`config.mk`:
```
export PLATFORM = sky130hd
export DESIGN_NAME = mux8_scan_reader
export DESIGN_NICKNAME = d
export VERILOG_FILES = /design/src/rtl/mux8_scan_reader_pkg.sv /design/src/rtl/mux8_scan_reader_settle_timer.sv /design/src/rtl/mux8_scan_reader.sv
export SDC_FILE = /design/constraint.sdc
export NUM_CORES = 1
export LEC_CHECK = 0
export ABC_AREA = 1
export CORE_MARGIN = 5
export CORE_UTILIZATION = 43
export CTS_BUF_LIST = sky130_fd_sc_hd__clkbuf_16
export CTS_CLUSTER_SIZE = 10
export DETAILED_ROUTE_END_ITERATION = 10
export DONT_BUFFER_PORTS = 1
export PLACE_DENSITY_LB_ADDON = 0.3
export SLEW_MARGIN = 10
export SYNTH_ARGS = -nofsm -noshare
export SYNTH_HDL_FRONTEND = slang
export SYNTH_SLANG_ARGS = --single-unit
```
`constraint.sdc`:
```
create_clock -name clk -period 4.1 [get_ports clk]
set_input_delay 0.82 -clock clk [delete_from_list [all_inputs] [get_ports clk]]
set_output_delay 0.82 -clock clk [all_outputs]
set_load 0.01 [all_outputs]
```
`src/rtl/mux8_scan_reader_pkg.sv`:
```
// rtl/mux8_scan_reader_pkg.sv - shared types, constants and helpers for the 8:1 selector scan reader
package mux8_scan_reader_pkg;

   localparam int SLOT_W    = 3;
   localparam int NUM_SLOTS = 8;

   typedef enum logic [1:0] {
      IDLE   = 2'd0,
      SETTLE = 2'd1,
      DONE   = 2'd2
   } state_t;

   // The selector decodes an inverted slot number.
   function automatic logic [SLOT_W-1:0] slot_to_sel_n(input logic [SLOT_W-1:0] slot);
      return ~slot;
   endfunction

endpackage

```
`src/rtl/mux8_scan_reader_settle_timer.sv`:
```
// rtl/mux8_scan_reader_settle_timer.sv - settle counter with terminal count at SETTLE_CYCLES-1
module mux8_scan_reader_settle_timer
   import mux8_scan_reader_pkg::*;
#(
   parameter int SETTLE_CYCLES = 4
) (
   input  logic clk,
   input  logic rst,
   input  logic clr,
   input  logic en,
   output logic tc
);

   localparam logic [7:0] TC_VAL = 8'(SETTLE_CYCLES - 1);

   logic [7:0] count;

   assign tc = (count == TC_VAL);

   // Count enabled cycles; wrap to zero at terminal count so the next slot starts fresh.
   always_ff @(posedge clk or posedge rst) begin
      if (rst) begin
         count <= 8'd0;
      end else if (clr || (en && tc)) begin
         count <= 8'd0;
      end else if (en) begin
         count <= count + 8'd1;
      end
   end

endmodule

```
`src/rtl/mux8_scan_reader.sv`:
```
// rtl/mux8_scan_reader.sv - scans an 8:1 selector slot by slot and reassembles the switch byte
module mux8_scan_reader
   import mux8_scan_reader_pkg::*;
#(
   parameter int SETTLE_CYCLES = 4,
   parameter int CONTINUOUS    = 0
) (
   input  logic       clk,
   input  logic       rst,
   input  logic       start,
   input  logic       y_in,
   output logic [2:0] sel_n,
   output logic       busy,
   output logic [7:0] data,
   output logic       valid,
   output logic       changed
);

   localparam logic [SLOT_W-1:0] LAST_SLOT = SLOT_W'(NUM_SLOTS - 1);

   state_t            state;
   logic [SLOT_W-1:0] slot;
   logic [7:0]        shadow;
   logic [7:0]        shadow_next;
   logic              first;
   logic              tc;
   logic              timer_en;
   logic              timer_clr;

   // The timer only runs while a slot is settling; any other state parks it at zero.
   assign timer_en  = (state == SETTLE);
   assign timer_clr = (state != SETTLE);

   mux8_scan_reader_settle_timer #(
      .SETTLE_CYCLES(SETTLE_CYCLES)
   ) u_timer (
      .clk (clk),
      .rst (rst),
      .clr (timer_clr),
      .en  (timer_en),
      .tc  (tc)
   );

   // Shadow with the current slot's bit replaced, so the final slot lands in data on the same edge.
   always_comb begin
      shadow_next       = shadow;
      shadow_next[slot] = y_in;
   end

   // Scan state machine; sel_n and busy are registered from the next state to keep outputs glitch-free.
   always_ff @(posedge clk or posedge rst) begin
      if (rst) begin
         state   <= IDLE;
         slot    <= '0;
         shadow  <= 8'h00;
         data    <= 8'h00;
         valid   <= 1'b0;
         changed <= 1'b0;
         first   <= 1'b1;
         busy    <= 1'b0;
         sel_n   <= 3'b111;
      end else begin
         valid   <= 1'b0;
         changed <= 1'b0;
         case (state)
            IDLE: begin
               if (start) begin
                  state <= SETTLE;
                  slot  <= '0;
                  busy  <= 1'b1;
                  sel_n <= slot_to_sel_n(3'd0);
               end
            end
            SETTLE: begin
               if (tc) begin
                  shadow <= shadow_next;
                  if (slot == LAST_SLOT) begin
                     data    <= shadow_next;
                     valid   <= 1'b1;
                     changed <= (shadow_next != data) | first;
                     first   <= 1'b0;
                     state   <= DONE;
                     sel_n   <= 3'b111;
                  end else begin
                     slot  <= slot + 3'd1;
                     sel_n <= slot_to_sel_n(slot + 3'd1);
                  end
               end
            end
            DONE: begin
               if (CONTINUOUS != 0) begin
                  state <= SETTLE;
                  slot  <= '0;
                  sel_n <= slot_to_sel_n(3'd0);
               end else begin
                  state <= IDLE;
                  busy  <= 1'b0;
                  sel_n <= 3'b111;
               end
            end
            default: begin
               state <= IDLE;
               busy  <= 1'b0;
               sel_n <= 3'b111;
            end
         endcase
      end
   end

endmodule

```
; ---- Yosys cells after proc, flatten, opt, wreduce, memory -nomap -nowiden
; Index checks and enable logic that the tools add are counted.
[op_classes]
add_sub_neg = 2
n_lt_le_gt_ge = 2
eq_ne = 9
n_mux = 25
n_bitwise = 3
reduce_logical = 12
[op_table]
columns = operator, n
row1 = $mux 3, 6
row2 = $mux 8, 2
row3 = $pmux 3 s2, 2
row4 = $add 8x1->8 const B, 1
row5 = $bwmux 8, 1
row6 = $eq 8x2->1 const B, 1
row7 = $mux 1, 8
row8 = $ne 2x2->1 const B, 4
row9 = $ne 8x8->1, 1
row10 = $mux 2, 3
row11 = $reduce_and 2->1, 3
row12 = $reduce_and 3->1, 2
row13 = $lt 3x4->1 const B, 1
row14 = $pmux 2 s2, 1
row15 = $reduce_and 4->1, 1
row16 = $reduce_bool 2->1, 2
row17 = $add 3x1->3 const B, 1
row18 = $demux 1 s3, 1
row19 = $eq 3x3->1 const B, 1
row20 = $ge 3x1->1 const B, 1
row21 = $not 3->3, 1
row22 = $eq 2x1->1 const B, 1
row23 = $logic_and 1x1->1, 2
row24 = $logic_not 2->1, 1
row25 = 5 further kinds, 5
[word_totals]
register_bits = 36
input_bits = 4
wordCells = 63

; ---- Logic depth before layout (Yosys ltp)
[depth]
ltp_word = 10
ltp_mapped = 10
ltp_nobuf = 10

; ---- Hierarchy
; From an unflattened synthesis, not the netlist that was laid out.
[unflattened]
hier_cells = 264
area_unflattened_um2 = 2003.2
[modules_own_cells]
columns = mod, n_inst, cells_per_inst, area_each_um2
row1 = mux8_scan_reader, 1, 195, 1501.4
row2 = mux8_scan_reader_settle_timer, 1, 69, 501.7

; ---- Worst setup path after synthesis
; OpenSTA, ideal clock, no wires.
[synth_timing]
kind = input port to flip-flop
from = input port y_in
to = register changed
arrival_time_ns = 1.568
required_ns = 3.978
setup_slack_ns = 2.410
path_stages = 8
path_buffers = 1
path_cell_list = clkbuf_1 > nand4_1 > nand2_1 > nand2_1 > nand2_1 > nand2_1 > nor2_1 > a21oi_1
[synth_via]
elab_chain_len = 6
[synth_rtl]
columns = element, line_no
row1 = "start, declared", mux8_scan_reader.sv:11  ; input logic y_in,
row2 = $bwmux 8, mux8_scan_reader.sv:47  ; shadow_next[slot] = y_in;
row3 = $ne 8x8->1, mux8_scan_reader.sv:80  ; changed <= (shadow_next != data) | first;
row4 = $or 1x1->1, mux8_scan_reader.sv:80
row5 = $mux 1, mux8_scan_reader.sv:77  ; if (slot == LAST_SLOT) begin
row6 = $mux 1, mux8_scan_reader.sv:75  ; if (tc) begin
row7 = $mux 1, mux8_scan_reader.sv:65  ; case (state)
row8 = "end signal, assigned", mux8_scan_reader.sv:80
row9 = "end, declared", mux8_scan_reader.sv:16  ; output logic changed
; No other way between the ends.
; A chain may end at the register's enable or synchronous reset.

; ---- Worst setup path in the final report
[layout_timing]
from = register slot[0]
to = register slot[2]
[layout_via]
elab_chain_len = 4
[layout_rtl]
columns = element, line_no
row1 = "start, declared", mux8_scan_reader.sv:22  ; logic [SLOT_W-1:0] slot;
row2 = "start signal, assigned", mux8_scan_reader.sv:85  ; slot <= slot + 3'd1;
row3 = $add 3x1->3, mux8_scan_reader.sv:85
row4 = $mux 3, mux8_scan_reader.sv:77
row5 = $mux 3, mux8_scan_reader.sv:75
row6 = $pmux 3 s2, mux8_scan_reader.sv:65
; Several ways; a longest one is shown, not always the timed one. The select of a mux whose other input is x is not followed.

==> out/results.ini <==
[finish]
num_antenna_cells = 0
drive_gt1_share_pct = 7.73
utilization_pct = 49.0
area_growth_syn_to_layout_pct = 8.62
layout.nets = 240
multi_input_area_sq_um = 783
seq_area_sq_um = 906
finalNonFillerCells = 283
n_fill_cell = 396
final_cell_area_sq_mm = 0.00200

[cts]
path_clk_slew_ps = 50
cts_resized = 0
htreeDepth = 2
cts_buffer_depth = 2
numCtsBuffers = 5
cts.sinks = 36
clock_latency_ps = 270
postCtsHoldBufs = 0
post_cts_buffers = 0
clockRootBuffer = clkbuf_16
cts_tree = done

[synth]
synth-edff-count = 0
ys_seq_area_share_pct = 49.2
synth_area_per_cell_sq_um = 7.94
syn_inst = 232
synth_ff_type = dfrtp_1
ys_types = 27
ys.warnings.count = 0
ys_seq_elements = 36
synthArstFlopShare_pct = 100
synth_nets = 239
syn-cell-area_sq_mm = 0.00184

[die]
die_y_um = 75.5
fp-row-count = 23
die_area_sq_mm = 0.00570
ios = 18
die_x_um = 75.5
core_area_sq_mm = 0.00409
start_util_pct = 45.1

[worst_setup_path]
r2r-end = slot[2]$_DFFE_PP0P_
crit_path_max_fanout = 13
reg2reg_setup_slack_ps = 2340
startpoint_type = flop
endpoint = slot[2]$_DFFE_PP0P_
required_ps = 4280
critPathCaptureType = flop
critPathArrivalTime_ps = 1940
timing.rr.start = slot[0]$_DFFE_PP0P_
crit_type = flop to flop
worst-r2r-cell-count = 5
cp-startpoint = slot[0]$_DFFE_PP0P_

[drt]
ant_nets = 0
via_count = 1412
drt_iter0_drc = 65
viasPerCell = 4.99
routed_wl_um = 3540
drt_pass1_iterations = 4
remaining_drc_errors = 0
wl_per_cell_um = 12.5

[outcome]
status = completed

[timing]
setup_violations = 0
fin_tns_setup_ps = 0
finalCriticalPeriod_ps = 1760
slew_viol_final = 0
worst_pin_slew_ps = 1030
rsz0062_at_grt = no
clock.fmax_mhz = 569
finalCritPeriodShare_pct = 42.9
finClkSkew_ps = 3.14
relSlewSlack_pct = 31.2
finalHoldViolCount = 0

[power_and_ir_drop]
p_sw_share_pct = 39.1
power_mw = 1.41
intPower_mw = 0.857
power.switching_mw = 0.549
power_density_mw_per_mm2 = 702
leakage_nw = 1.01
vdd.ir_drop.worst_mv = 0.269
combPwrFrac_pct = 33.5
clkPwrFrac_pct = 24.8
pwr-share-seq_pct = 41.8

[global_route]
grt_max_degree = 27
globalRoute.totalOverflow = 0
grt_pass1_wl_um = 6150
track_usage_pct = 14.0
antenna_found_initial = 0
first_global_vias = 1380

[placement]
dp.cells = 276
numPortBuffers = 0
routabilityCongestion = 0.748
hpwl_um = 2490
placed_cell_area_sq_mm = 0.00187

[flow_run]
maxCapViolCount = 0

[hold_path]
hp-class = flop to flop

==> synth_stat cells, types with 2 or more instances <==
master	number	area (sq um)
dfrtp_1	32	801
ha_1	3	37.5
a21oi_1	7	35.0
o21ai_2	2	17.5
o21ai_0	11	55.1
nand2_1	69	259
buf_2	5	25.0
nand4_1	6	37.5
a31oi_1	5	31.3
nor2_1	21	78.8
inv_1	27	101
nor3b_1	3	22.5
nand3b_1	2	15.0
nand3_1	23	115
dfstp_2	4	105
==> per-stage QoR <==
step	setup WS, ps	hold slack (ps)
3_5_place_dp	2220	441
4_1_cts	2330	451
3_3_place_gp	2260	441
5_1_grt	2170	458
6_report	2340	449
2_1_floorplan	2410	432
==> sequential cells by signal, indices dropped and copies added, names as in the netlist <==
| register | count |
|---|---|
| busy | 1 |
| changed | 1 |
| data | 8 |
| first | 1 |
| sel_n | 3 |
| shadow | 8 |
| slot | 3 |
| state | 2 |
| u_timer.count | 8 |
| valid | 1 |
==> metal layers <==
metal | track usage (%) | up-vias | part of all wire [%]
li1 | - | 751 | -
met5 | 0 | - | 0
met4 | 4.08 | 0 | 0.62
met3 | 4.35 | 2 | 4.4
met2 | 23.1 | 24 | 45
met1 | 17.8 | 635 | 50
==> critical path, cell delays in order (launching register included) <==
cell	delay, ps
dfrtp_1	510
ha_1	270
ha_1	250
a21oi_1	170
nand3_1	210
o21ai_0	270
==> worst min path at each step <==
stage,startpoint,to,cells after the start
2_1_floorplan,u_timer.count[0]$_DFFE_PP0P_,u_timer.count[0]$_DFFE_PP0P_,1
3_3_place_gp,first$_DFFE_PP1P_,first$_DFFE_PP1P_,2
3_5_place_dp,first$_DFFE_PP1P_,first$_DFFE_PP1P_,2
4_1_cts,first$_DFFE_PP1P_,first$_DFFE_PP1P_,2
5_1_grt,first$_DFFE_PP1P_,first$_DFFE_PP1P_,2
6_report,first$_DFFE_PP1P_,first$_DFFE_PP1P_,2
==> layout make-up <==
| type | instances | share of cell area, % |
|---|---|---|
| sequential | 36 | 45.3 |
| multi-input combinational | 161 | 39.1 |
| clock buffer | 5 | 6.25 |
| inverter | 28 | 5.50 |
| tap | 50 | 3.13 |
| clock inverter | 2 | 0.375 |
| timing repair buffer | 1 | 0.375 |
==> placed cells by master (no fill, tap or decap), drive strengths merged <==
| cell type | Yosys | layout |
|---|---|---|
| ha | 3 | 3 |
| inv | 27 | 27 |
| nand3 | 23 | 23 |
| or3 | 1 | 1 |
| nand3b | 2 | 2 |
| clkbuf | 1 | 5 |
| a31oi | 5 | 5 |
| a21oi | 7 | 7 |
| o21bai | 1 | 1 |
| nor3 | 2 | 2 |
| buf | 6 | 1 |
| dfstp | 4 | 4 |
| o21ai | 13 | 13 |
| nor3b | 3 | 3 |
| clkinv | 1 | 3 |
| dfrtp | 32 | 32 |
| xnor2 | 1 | 1 |
| nand2 | 70 | 70 |
| nor2 | 23 | 23 |
| nand4 | 7 | 7 |
==> cell families (layout without fill, tap and decap cells) <==
kind of cell	Yosys count	after routing	share of synthesized area [%]
AOI/OAI and AO/OA	26	26	7.94
adders and majority gates	3	3	2.04
and+or+nand+nor	131	131	32.0
DFF	36	36	49.2
xor gates and xnor gates	1	1	0.475
buffers and inverters	35	36	8.35
==> power groups by stage <==
stage / combinational [mW] / clock [mW] / sequential [mW]
2_1_floorplan: 0.429 / 0 / 0.548
3_3_place_gp: 0.461 / 0 / 0.593
3_5_place_dp: 0.470 / 0 / 0.594
4_1_cts: 0.474 / 0.356 / 0.589
5_1_grt: 0.552 / 0.371 / 0.611
6_report: 0.471 / 0.348 / 0.587
(Power assumes the default switching activity.)
